File: config.mk
export PLATFORM = sky130hd
export DESIGN_NAME = eth_hex_charbuf
export DESIGN_NICKNAME = d
export VERILOG_FILES = /design/src/rtl/eth_lcd_pkg.sv /design/src/rtl/eth_charram.sv /design/src/rtl/eth_hex_charbuf.sv
export SDC_FILE = /design/constraint.sdc
export NUM_CORES = 1
export LEC_CHECK = 0
export CAP_MARGIN = 0
export CORE_ASPECT_RATIO = 1.75
export CORE_UTILIZATION = 56
export CTS_CLUSTER_SIZE = 8
export DETAILED_ROUTE_END_ITERATION = 8
export MAX_ROUTING_LAYER = met4
export PLACE_DENSITY = 0.76
export SYNTH_ARGS = -nofsm -noshare
export SYNTH_HDL_FRONTEND = slang
export SYNTH_SLANG_ARGS = --single-unit
File: constraint.sdc
create_clock -name clk -period 4 [get_ports clk]
set_input_delay 0.6 -clock clk [delete_from_list [all_inputs] [get_ports clk]]
set_output_delay 0.6 -clock clk [all_outputs]
set_load 0.005 [all_outputs]
File: src/rtl/eth_lcd_pkg.sv
// Shared types and helpers for the Ethernet-to-LCD hex character path.
package eth_lcd_pkg;

  typedef enum logic [2:0] {
    S_CLEAR = 3'd0,
    S_WAIT  = 3'd1,
    S_HI    = 3'd2,
    S_LO    = 3'd3,
    S_HOLD  = 3'd4
  } state_t;

  localparam int CHAR_CNT         = 32;
  localparam int BYTES_PER_SCREEN = 16;

  function automatic logic [7:0] nibble_to_ascii(input logic [3:0] n);
    logic [7:0] r;
    if (n < 4'd10) begin
      r = 8'h30 + {4'h0, n};
    end else begin
      r = 8'h41 + {4'h0, n} - 8'd10;
    end
    return r;
  endfunction

endpackage

File: src/rtl/eth_charram.sv
// 32x8 character RAM: synchronous write port, asynchronous read port, no reset.
module eth_charram
  import eth_lcd_pkg::*;
(
  input  logic       clk,
  input  logic       i_we,
  input  logic [4:0] i_waddr,
  input  logic [7:0] i_wdata,
  input  logic [4:0] i_raddr,
  output logic [7:0] o_rdata
);

  logic [7:0] r_mem [CHAR_CNT];

  // Write port; a same-cycle read of the written cell still sees the old value.
  always_ff @(posedge clk) begin
    if (i_we) begin
      r_mem[i_waddr] <= i_wdata;
    end
  end

  assign o_rdata = r_mem[i_raddr];

endmodule

File: src/rtl/eth_hex_charbuf.sv
// Renders the first 16 bytes of each received frame as 32 hex characters for
// the LCD, holds the screen for HOLD_CYCLES, then blanks it for the next frame.
module eth_hex_charbuf
  import eth_lcd_pkg::*;
#(
  parameter int         HOLD_CYCLES = 50000000,
  parameter logic [7:0] BLANK_CHAR  = 8'h20
) (
  input  logic       clk,
  input  logic       rst_n,
  input  logic       in_valid,
  input  logic [7:0] in_data,
  input  logic       in_last,
  output logic       in_ready,
  input  logic [4:0] charmem_addr,
  output logic [7:0] charmem_bus,
  output logic       frame_done,
  output logic       overflow
);

  localparam int         HW        = (HOLD_CYCLES > 1) ? $clog2(HOLD_CYCLES) : 1;
  localparam logic [HW-1:0] HOLD_LAST = HW'(HOLD_CYCLES - 1);
  localparam logic [5:0] WPTR_FULL = 6'(2 * BYTES_PER_SCREEN);
  localparam logic [4:0] CLR_LAST  = 5'(CHAR_CNT - 1);

  state_t          r_state;
  logic [4:0]      r_clr_cnt;
  logic [5:0]      r_wptr;
  logic [HW-1:0]   r_hold_cnt;
  logic [7:0]      r_byte_q;
  logic            r_last_q;
  logic            r_in_ready;
  logic            r_frame_done;
  logic            r_overflow;

  logic            w_xfer;
  logic            w_room;
  logic            w_we;
  logic [4:0]      w_waddr;
  logic [7:0]      w_wdata;

  assign w_xfer = in_valid & r_in_ready;
  assign w_room = (r_wptr < WPTR_FULL);

  // RAM write decode: clear sweep, then high and low nibble of the held byte.
  always_comb begin
    w_we    = 1'b0;
    w_waddr = 5'd0;
    w_wdata = BLANK_CHAR;
    case (r_state)
      S_CLEAR: begin
        w_we    = 1'b1;
        w_waddr = r_clr_cnt;
        w_wdata = BLANK_CHAR;
      end
      S_HI: begin
        if (w_room) begin
          w_we    = 1'b1;
          w_waddr = r_wptr[4:0];
          w_wdata = nibble_to_ascii(r_byte_q[7:4]);
        end else begin
          w_we    = 1'b0;
        end
      end
      S_LO: begin
        if (w_room) begin
          w_we    = 1'b1;
          w_waddr = r_wptr[4:0] + 5'd1;
          w_wdata = nibble_to_ascii(r_byte_q[3:0]);
        end else begin
          w_we    = 1'b0;
        end
      end
      default: begin
        w_we    = 1'b0;
      end
    endcase
  end

  // Frame sequencer; in_ready is registered and only high in S_WAIT.
  always_ff @(posedge clk or negedge rst_n) begin
    if (!rst_n) begin
      r_state      <= S_CLEAR;
      r_clr_cnt    <= 5'd0;
      r_wptr       <= 6'd0;
      r_hold_cnt   <= '0;
      r_byte_q     <= 8'h00;
      r_last_q     <= 1'b0;
      r_in_ready   <= 1'b0;
      r_frame_done <= 1'b0;
      r_overflow   <= 1'b0;
    end else begin
      r_frame_done <= 1'b0;
      case (r_state)
        S_CLEAR: begin
          r_clr_cnt  <= r_clr_cnt + 5'd1;
          r_in_ready <= 1'b0;
          if (r_clr_cnt == CLR_LAST) begin
            r_state    <= S_WAIT;
            r_wptr     <= 6'd0;
            r_overflow <= 1'b0;
            r_in_ready <= 1'b1;
          end
        end
        S_WAIT: begin
          if (w_xfer) begin
            r_byte_q   <= in_data;
            r_last_q   <= in_last;
            r_in_ready <= 1'b0;
            r_state    <= S_HI;
          end
        end
        S_HI: begin
          r_state <= S_LO;
        end
        S_LO: begin
          // Extra bytes are swallowed so the sender never stalls on overflow.
          if (w_room) begin
            r_wptr <= r_wptr + 6'd2;
          end else begin
            r_overflow <= 1'b1;
          end
          if (r_last_q) begin
            r_frame_done <= 1'b1;
            r_hold_cnt   <= '0;
            r_state      <= S_HOLD;
          end else begin
            r_in_ready   <= 1'b1;
            r_state      <= S_WAIT;
          end
        end
        S_HOLD: begin
          r_hold_cnt <= r_hold_cnt + HW'(1);
          if (r_hold_cnt == HOLD_LAST) begin
            r_state    <= S_CLEAR;
            r_clr_cnt  <= 5'd0;
            r_overflow <= 1'b0;
          end
        end
        default: begin
          r_state    <= S_CLEAR;
          r_clr_cnt  <= 5'd0;
          r_in_ready <= 1'b0;
        end
      endcase
    end
  end

  eth_charram u_charram (
    .clk     (clk),
    .i_we    (w_we),
    .i_waddr (w_waddr),
    .i_wdata (w_wdata),
    .i_raddr (charmem_addr),
    .o_rdata (charmem_bus)
  );

  assign in_ready   = r_in_ready;
  assign frame_done = r_frame_done;
  assign overflow   = r_overflow;

endmodule

; After elaboration in Yosys (flattened, before gate mapping)
; Memories as Yosys holds them, arrays and structs flattened.
; Cells that the tools add are included.
[classes]
eq_ne = 13
n_mux = 34
reduce_logical = 14
order_cmp = 3
n_addsub = 10
n_bitwise = 3
[op_table]
columns = op, n
row1 = $pmux W26 S2, 1
row2 = $mux W8, 4
row3 = $pmux W5 S3, 2
row4 = $add A26 B1 Y26 const B, 1
row5 = $eq A26 B26 Y1 const B, 1
row6 = $mux W26, 1
row7 = $add A7 B4 Y8 const A, 2
row8 = $pmux W8 S2, 1
row9 = $sub A8 B4 Y8 const B, 2
row10 = $mux W5, 3
row11 = $pmux W3 S5, 1
row12 = $add A6 B4 Y7 const A, 2
row13 = $ne A2 B2 Y1 const B, 7
row14 = $mux W3, 4
row15 = $mux W6, 2
row16 = $pmux W6 S2, 1
row17 = $mux W1, 11
row18 = $add A5 B1 Y5 const B, 2
row19 = $reduce_and A3 Y1, 3
row20 = $lt A4 B4 Y1 const B, 2
row21 = $add A6 B2 Y6 const B, 1
row22 = $eq A3 B2 Y1 const B, 2
row23 = $lt A6 B6 Y1 const B, 1
row24 = $reduce_and A2 Y1, 3
row25 = 14 further kinds, 17
[word_totals]
memories = 1
ramBits = 256
ff_bits = 52
inputBits = 17
elab_cells = 87
[mem_list]
columns = memory, words, width, read_ports, rd_ports_with_merged_regs, write_ports, line_no
row1 = u_charram.r_mem, 32, 8, 1, 0, 1, eth_charram.sv:13  ; logic [7:0] r_mem [CHAR_CNT];

; Longest topological paths before layout
; Gate-level depths: netlist (run 1).
[depth]
ltp_word = 5
ltp_mapped = 7

; Cells and area by module
; Synthesis (run 1) repeated with hierarchy kept, for this count alone.
[unflattened]
hier_cells = 731
area_unflattened_um2 = 12901.1
[modules_own_cells]
columns = module, instances, cells_each, area_each_um2
row1 = eth_charram, 1, 409, 9893.2
row2 = eth_hex_charbuf, 1, 322, 3007.9

; Worst setup path before layout (run 1)
; Ideal clock, no wire load.
[synth_timing]
kind = flip-flop to flip-flop
startpoint = register r_state[1]
endpoint = memory u_charram.r_mem[0][1], data pin
path_buffers = 2
required_ns = 3.437
setup_ns = 0.563
path_slack_ns = 0.303
arrival_ns = 3.134
period_less_slack_ns = 3.697
stages_incl_launch_ff = 6
cell_sequence = dfrtp_1 > clkbuf_1 > clkbuf_1 > nor2b_1 > nand2_1 > o41ai_1
[synth_between]
elab_chain_cells = 2
word_cells_on_any_way = 3
[synth_lines]
columns = item, line_no
row1 = from (decl), eth_hex_charbuf.sv:26  ; state_t r_state;
row2 = from (signal assigned), eth_hex_charbuf.sv:83  ; r_state <= S_CLEAR;
row3 = from (signal assigned), eth_hex_charbuf.sv:99  ; r_state <= S_WAIT;
row4 = from (signal assigned), eth_hex_charbuf.sv:110  ; r_state <= S_HI;
row5 = $eq A3 B2 Y1, eth_hex_charbuf.sv:50  ; case (r_state)
row6 = $pmux W8 S2 *, eth_hex_charbuf.sv:50
row7 = net u_charram.i_wdata[1], eth_charram.sv:8  ; input logic [7:0] i_wdata,
row8 = to (decl), eth_charram.sv:13
; The timed path passes the listed nets; every way through them passes the cells marked *.

; Worst setup path in the final report (run 1)
[layout_timing]
startpoint = input charmem_addr[1]
endpoint = output charmem_bus[5]
[layout_between]
elab_chain_cells = 1
[layout_lines]
columns = item, line_no
row1 = from (decl), eth_hex_charbuf.sv:15  ; input logic [4:0] charmem_addr,
row2 = $mem_v2 Z32 W8, --
row3 = to (decl), eth_hex_charbuf.sv:16  ; output logic [7:0] charmem_bus,
; Every way passes these cells.

==> impl_results.md, run 1 <==
* Status: finished clean
* Warnings, synthesis at 0
* Pre-antenna DRT Iters at 4
* WHS at a little over 0.2 ns
* IO Count at 28
* Worst Skew at about 0.015 ns
* Synth top cells by count: 224 x edfxtp_1, 70 x mux4_2, 53 x nor2_1, 51 x dfrtp_1, 50 x nand2_1
* Fmax at 284 MHz
* Top FF cell, synth: edfxtp_1
* Dpl cell area at about 12000 um^2
* Final Wtd Congestion at between 0.9 and 1
* RSZ-0062 raised after global routing: no
* DR WL/cell at about 25 um
* Layout fillers at between 1000 and 1500
* FF+latch area at approximately 8000 um^2
* Simple-gate share of the synthesized area at 0.0832
* Setup Total Neg Slack at 0 ns
* Worst slew margin at 0.460
* Type of origin of the critical path: primary input
* Top cells by area, synth: edfxtp_1 58%, mux4_2 14%, dfrtp_1 11%, nor2_1 1.7%, nand2_1 1.6%
* Post-synth EDFFs at 224
* Grt total ovfl at 0
* Clock Path Buffers at 3
* Syn nets at between 700 and 800
* DR vias/cell at between 6 and 7
* DP Wirelength at roughly 16000 um
* R2R depth at 5
* Top-area cell type share of the netlist area at 0.579
* Antenna violations before repair at 0
* Cts bufs inserted at 40
* Path type of the worst min-delay path: primary input to asynchronous set/reset pin
* Final ANT Viol Nets at 0
* Final hold violations at 0
* Synth Register Bits at about 280
* Clock Latency Late Sink at about 0.51 ns
* Worst Path Required at ~3.4 ns
* Clock sinks at about 280
* Non-Filler Instances at ~1000
* Pre-CTS setup slack at a little under 0.5 ns
* Vias at approximately 6400
* Root buf cell: clkbuf_16
* Power consumption at slightly below 8 mW
* Total wire length at between 20000 and 30000 um
* Die area at roughly 21000 um^2
* Final Util at 0.656
* Vias in the first global route at 6775
* Final min period at 3.52 ns
* Post-synthesis async set-or-reset flop share at 0.185
* Multi-input logic area at approximately 3400 um^2
* Crit share post-route at 0.881
* Antenna diode count at 0
* Xor/xnor share of the synthesized area at 0.00302
* Post-synth cell types at 58
* Post-CTS Setup Repair Bufs at 0
* Initial DRC Count at ~550
* Cells after Synth at 683
* Final worst setup slack at about 0.48 ns
* CTS Hold Bufs at 0
* Starting Density at 0.572
* Largest family of logic cells by synthesized area: multiplexers
* Worst R2R End: u_charram.r_mem[6][6]
* Gr usage total at 0.251
* Area delta synth->final at 14.7%
* Row cnt at between 60 and 70
* Pwr Density at between 500 and 600 nW/um^2
* Die width at 111 um
* Syn Area/Cell at around 17 um^2
* R2R Path Start: r_state[1]
* Die Y at between 150 and 200 um
* Max-cap violations at 0
* Pin count of the biggest net entering global routing at between 50 and 60
* Slew of the pin with the lowest slew margin at just over 0.8 ns
* H-tree depth at 2
* Synth area leader: edfxtp_1
* Post-cts resize count at 0
* Mapped cell area at around 12000 um^2
* Most frequent cell after synthesis: edfxtp_1
* Worst-path fanout max at 14
* Share of layout cells above drive strength 1 at 0.223
* Data arrival time of the critical path at slightly below 3 ns
* CTS tree: yes
* Clock-pin slew on the worst setup and hold paths at 0.05 ns
* Proportion of synthesized area in mux cells at 0.166
* DRC Markers at 0
* Seq/Total Area, Yosys at 0.689
* Max rail drop VDD at between 0.4 and 0.5 mV
* Post-Synth Adder-Cell Area at 0.00646
* Leakage at 4.63 nW
* First-pass GRT wire length at around 39000 um
* Critical path endpoint category: output port
* Finished Cell Area at about 13000 um^2
* Crit Path Category: primary input to output port
* IO Port Bufs at 26
* Area of the core at 20300 um^2
* Final Max Slew Viols at 0
* R2R Setup Slk at 1.12 ns
* Setup-failing EPs final at 0
* Nets at roughly 760
* Cell count after placement at about 940
* Area fraction in compound gates after synthesis at 0.0343
==> critical path, stage by stage <==
cell and delay, ns:
buf_4 0.18, buf_4 0.31, mux4_2 0.56, mux4_2 0.51
mux2_2 0.29, clkdlybuf4s50_1 0.46
==> layout make-up <==
cell class | instances | area share
flip-flops and latches | 275 | 0.601
repair buffers | 44 | 0.0316
clock inverters | 3 | 0.00179
clock buffers | 54 | 0.0807
multi-input cells | 365 | 0.259
well taps | 248 | 0.0233
inverters | 9 | 0.00254
==> power by group <==
| group | internal (mW) | switching (mW) | total, mW |
|---|---|---|---|
| combinational | 0.471 | 0.769 | 1.24 |
| sequential | 3.45 | 0.172 | 3.62 |
| clock | 1.85 | 1.14 | 2.98 |
==> sequential cells by signal (all words and copies together), names as in the netlist <==
| register | count |
|---|---|
| in_ready | 1 |
| u_charram.r_mem | 224 |
| overflow | 1 |
| r_clr_cnt | 5 |
| r_wptr | 5 |
| r_last_q | 1 |
| frame_done | 1 |
| r_state | 3 |
| r_byte_q | 8 |
| r_hold_cnt | 26 |
==> cells in the final DEF (no fill, tap or decap), types with 3 or more instances in the layout <==
cell	n
edfxtp_1	224
mux4_2	70
nor2_1	51
dfrtp_1	51
nand2_1	50
clkbuf_16	41
clkdlybuf4s50_1	23
nand3_1	19
mux2i_1	17
mux2_2	16
buf_4	16
o21ai_0	14
clkbuf_1	13
a21oi_1	12
nand3b_1	11
nand4_1	11
and3_1	10
inv_1	9
a31oi_1	9
ha_1	6
nor3_1	4
or3b_2	4
nor2b_1	3
a211oi_1	3
nor4_1	3
o31ai_1	3
or2_2	3
buf_12	3
==> worst max-delay path by stage <==
stage                     cells past startpoint       startpoint                    end
after floorplan                               5       r_state[1]  u_charram.r_mem[0][1]
after global placement                        6  charmem_addr[1]         charmem_bus[2]
after detailed placement                      6  charmem_addr[1]         charmem_bus[5]
after CTS                                     6  charmem_addr[1]         charmem_bus[5]
after global routing                          6  charmem_addr[1]         charmem_bus[5]
final                                         6  charmem_addr[1]         charmem_bus[5]
==> cells by family (layout without fill, tap and decap cells) <==
kind of cell / Yosys count / in the layout
flops: 275 / 275
mux: 103 / 103
compound gates: 61 / 61
other cells: 1 / 1
simple gates: 190 / 190
fa+ha+maj: 6 / 6
xor+xnor: 4 / 4
buf+inv: 43 / 110
==> routing by layer <==
metal	routed length, um	GRT usage	up-vias	part of all wire
li1	-	-	2815	-
met5	0	-	-	0
met4	1040	0.124	0	0.041
met1	8640	0.261	3311	0.35
met2	14200	0.466	237	0.57
met3	1150	0.0345	63	0.046
(Power assumes the default switching activity.)
==> run 2, diff against run 1 <==
==> constraint.sdc (replaced) <==
create_clock -name clk -period 4 [get_ports clk]
set_input_delay 0.8 -clock clk [delete_from_list [all_inputs] [get_ports clk]]
set_output_delay 0.8 -clock clk [all_outputs]
set_load 0.005 [all_outputs]
==> impl_results.md, run 2 (same netlist as run 1, synthesis figures left out) <==
* Vias in the first global route at 6718 (-0.84%)
* Clock Latency Late Sink at 0.51 ns (about the same)
* Antenna diode count at 0 (unchanged)
* DR WL/cell at 24.0 um (-4.3%)
* IO Port Bufs at 26 (unchanged)
* Worst R2R End: u_charram.r_mem[9][6]
* Starting Density at 0.572 (unchanged)
* Post-cts resize count at 0 (unchanged)
* DRC Markers at 0 (unchanged)
* Worst Skew at 0.0173 ns (+0.00207 ns)
* Critical-path cell list: buf_4 > buf_12 > mux4_2 > mux4_2 > mux2_2 > clkdlybuf4s50_1
* WP buf/inv at 3 (unchanged)
* Pwr Density at 583 nW/um^2 (-1.1%)
* CTS Hold Bufs at 0 (unchanged)
* Row cnt at 69 (unchanged)
* Die width at 111 um (unchanged)
* Clock sinks at 275 (unchanged)
* R2R Path Start: r_state[1]
* Gr usage total at 0.241 (-0.0105)
* Fmax at 260 MHz (-8.6%)
* Pre-CTS setup slack at 0.150 ns (-0.331 ns)
* Dpl cell area at 12200 um^2 (+0.23%)
* Most frequent cells in the layout: 224 x edfxtp_1, 70 x mux4_2, 51 x nor2_1, 51 x dfrtp_1, 50 x nand2_1
* Max-cap violations at 0 (unchanged)
* Cts bufs inserted at 40 (unchanged)
* Worst slew margin at 0.472 (+0.0117)
* WHS at 0.376 ns (+0.171 ns)
* Worst Path Required at 3.20 ns (-0.20 ns)
* Die Y at 192 um (unchanged)
* Crit Path Category: primary input to output port
* R2R depth at 5 (unchanged)
* First-pass GRT wire length at 37400 um (-2.8%)
* Vias at 6385 (-0.64%)
* Max reg flops at 224 (unchanged)
* Largest regs: u_charram.r_mem: 224 flops, r_hold_cnt: 26 flops, r_byte_q: 8 flops
* Crit path largest cell delay at 0.55 ns (about the same)
* Most common cell after layout, fill and taps aside: edfxtp_1
* CTS tree: yes
* Final Max Slew Viols at 0 (unchanged)
* Max rail drop VDD at 0.368 mV (-17%)
* Final ANT Viol Nets at 0 (unchanged)
* Final hold violations at 0 (unchanged)
* Cell repeated most along the worst path: mux4_2
* Data arrival time of the critical path at 3.05 ns (+0.13 ns)
* RSZ-0062 raised after global routing: no
* CP max stage cell: mux4_2
* Clock Path Buffers at 3 (unchanged)
* Post-CTS Setup Repair Bufs at 0 (unchanged)
* Die area at 21300 um^2 (unchanged)
* Critical path depth in cells at 6 (unchanged)
* Clock-pin slew on the worst setup and hold paths at 0.05 ns (about the same)
* DP Wirelength at 15800 um (-3.3%)
* R2R Setup Slk at 1.21 ns (+0.09 ns)
* H-tree depth at 2 (unchanged)
* Grt total ovfl at 0 (unchanged)
* Area of the core at 20300 um^2 (unchanged)
* Setup-failing EPs final at 0 (unchanged)
* Final worst setup slack at 0.147 ns (-0.329 ns)
* DR vias/cell at 6.40 (-0.64%)
* Area delta synth->final at 14.8% (about the same)
* Root buf cell: clkbuf_16
* CP delay by family, top: multiplexers
* Final min period at 3.85 ns (+0.329 ns)
* Pin count of the biggest net entering global routing at 57 (unchanged)
* Pre-antenna DRT Iters at 5 (+1)
* Critical path endpoint category: output port
* Finished Cell Area at 13300 um^2 (about the same)
* Setup Total Neg Slack at 0 ns (unchanged)
* Path type of the worst min-delay path: primary input to asynchronous set/reset pin
* Status: finished clean
* Worst-path fanout max at 21 (+7)
* Slew of the pin with the lowest slew margin at 0.790 ns (-0.0175 ns)
* IO Count at 28 (unchanged)
* Type of origin of the critical path: primary input
* Total wire length at 24000 um (-4.3%)
* Initial DRC Count at 670 (+21%)
* Crit share post-route at 0.963 (+0.0824)
* Power consumption at 7.76 mW (-1.0%)
* Final Wtd Congestion at 0.828 (-13%)
* Leakage at 4.63 nW (about the same)
* Nets at 760 (+0.26%)
* Antenna violations before repair at 0 (unchanged)
* Reg with most FFs: u_charram.r_mem
* Share of layout cells above drive strength 1 at 0.223 (unchanged)
## run 2: worst register-to-register path, stage by stage, from the launching register on
cell and delay, ns:
dfrtp_1 0.35, buf_4 0.20, or3b_2 0.46, a21oi_1 0.42, nand3b_1 0.30, nor2_1 0.67
## run 2: layout make-up
type	count	area, um^2
clock inverter	1	7.51
timing repair buffer	46	448
fill	1342	6960
sequential	275	8000
tap	248	310
clock buffer	54	1070
inverter	9	33.8
multi-input combinational	365	3450
## run 2: power breakdown
part           switching [mW]  internal [mW]  leakage (nW)  total (mW)
Sequential              0.159           3.45          2.70        3.61
Combinational           0.748          0.478          1.40        1.23
Clock                    1.10           1.83         0.521        2.93
## run 2: metrics by stage
stage | util | std cells
3_5_place_dp | 0.604 | 943
5_1_grt | 0.657 | 998
3_3_place_gp | 0.604 | 943
4_1_cts | 0.657 | 998
6_report | 0.657 | 998
2_1_floorplan | - | 683
## run 2: routing by layer
metal | share of wire | track usage | vias to the layer above
met4 | 0.034 | 0.106 | 0
met3 | 0.053 | 0.0342 | 61
met1 | 0.35 | 0.266 | 3263
met5 | 0 | - | -
li1 | - | - | 2814
met2 | 0.56 | 0.434 | 247
## run 2: how the worst max path moves through the flow
| stage | from | endpoint | slack [ns] |
|---|---|---|---|
| final | charmem_addr[1] | charmem_bus[1] | 0.15 |
| after detailed placement | charmem_addr[1] | charmem_bus[0] | 0.15 |
| after global placement | charmem_addr[1] | charmem_bus[3] | 0.19 |
| after global routing | charmem_addr[1] | charmem_bus[0] | 0.08 |
| after floorplan | r_state[1] | u_charram.r_mem[0][1] | 0.30 |
| after CTS | charmem_addr[1] | charmem_bus[1] | 0.14 |
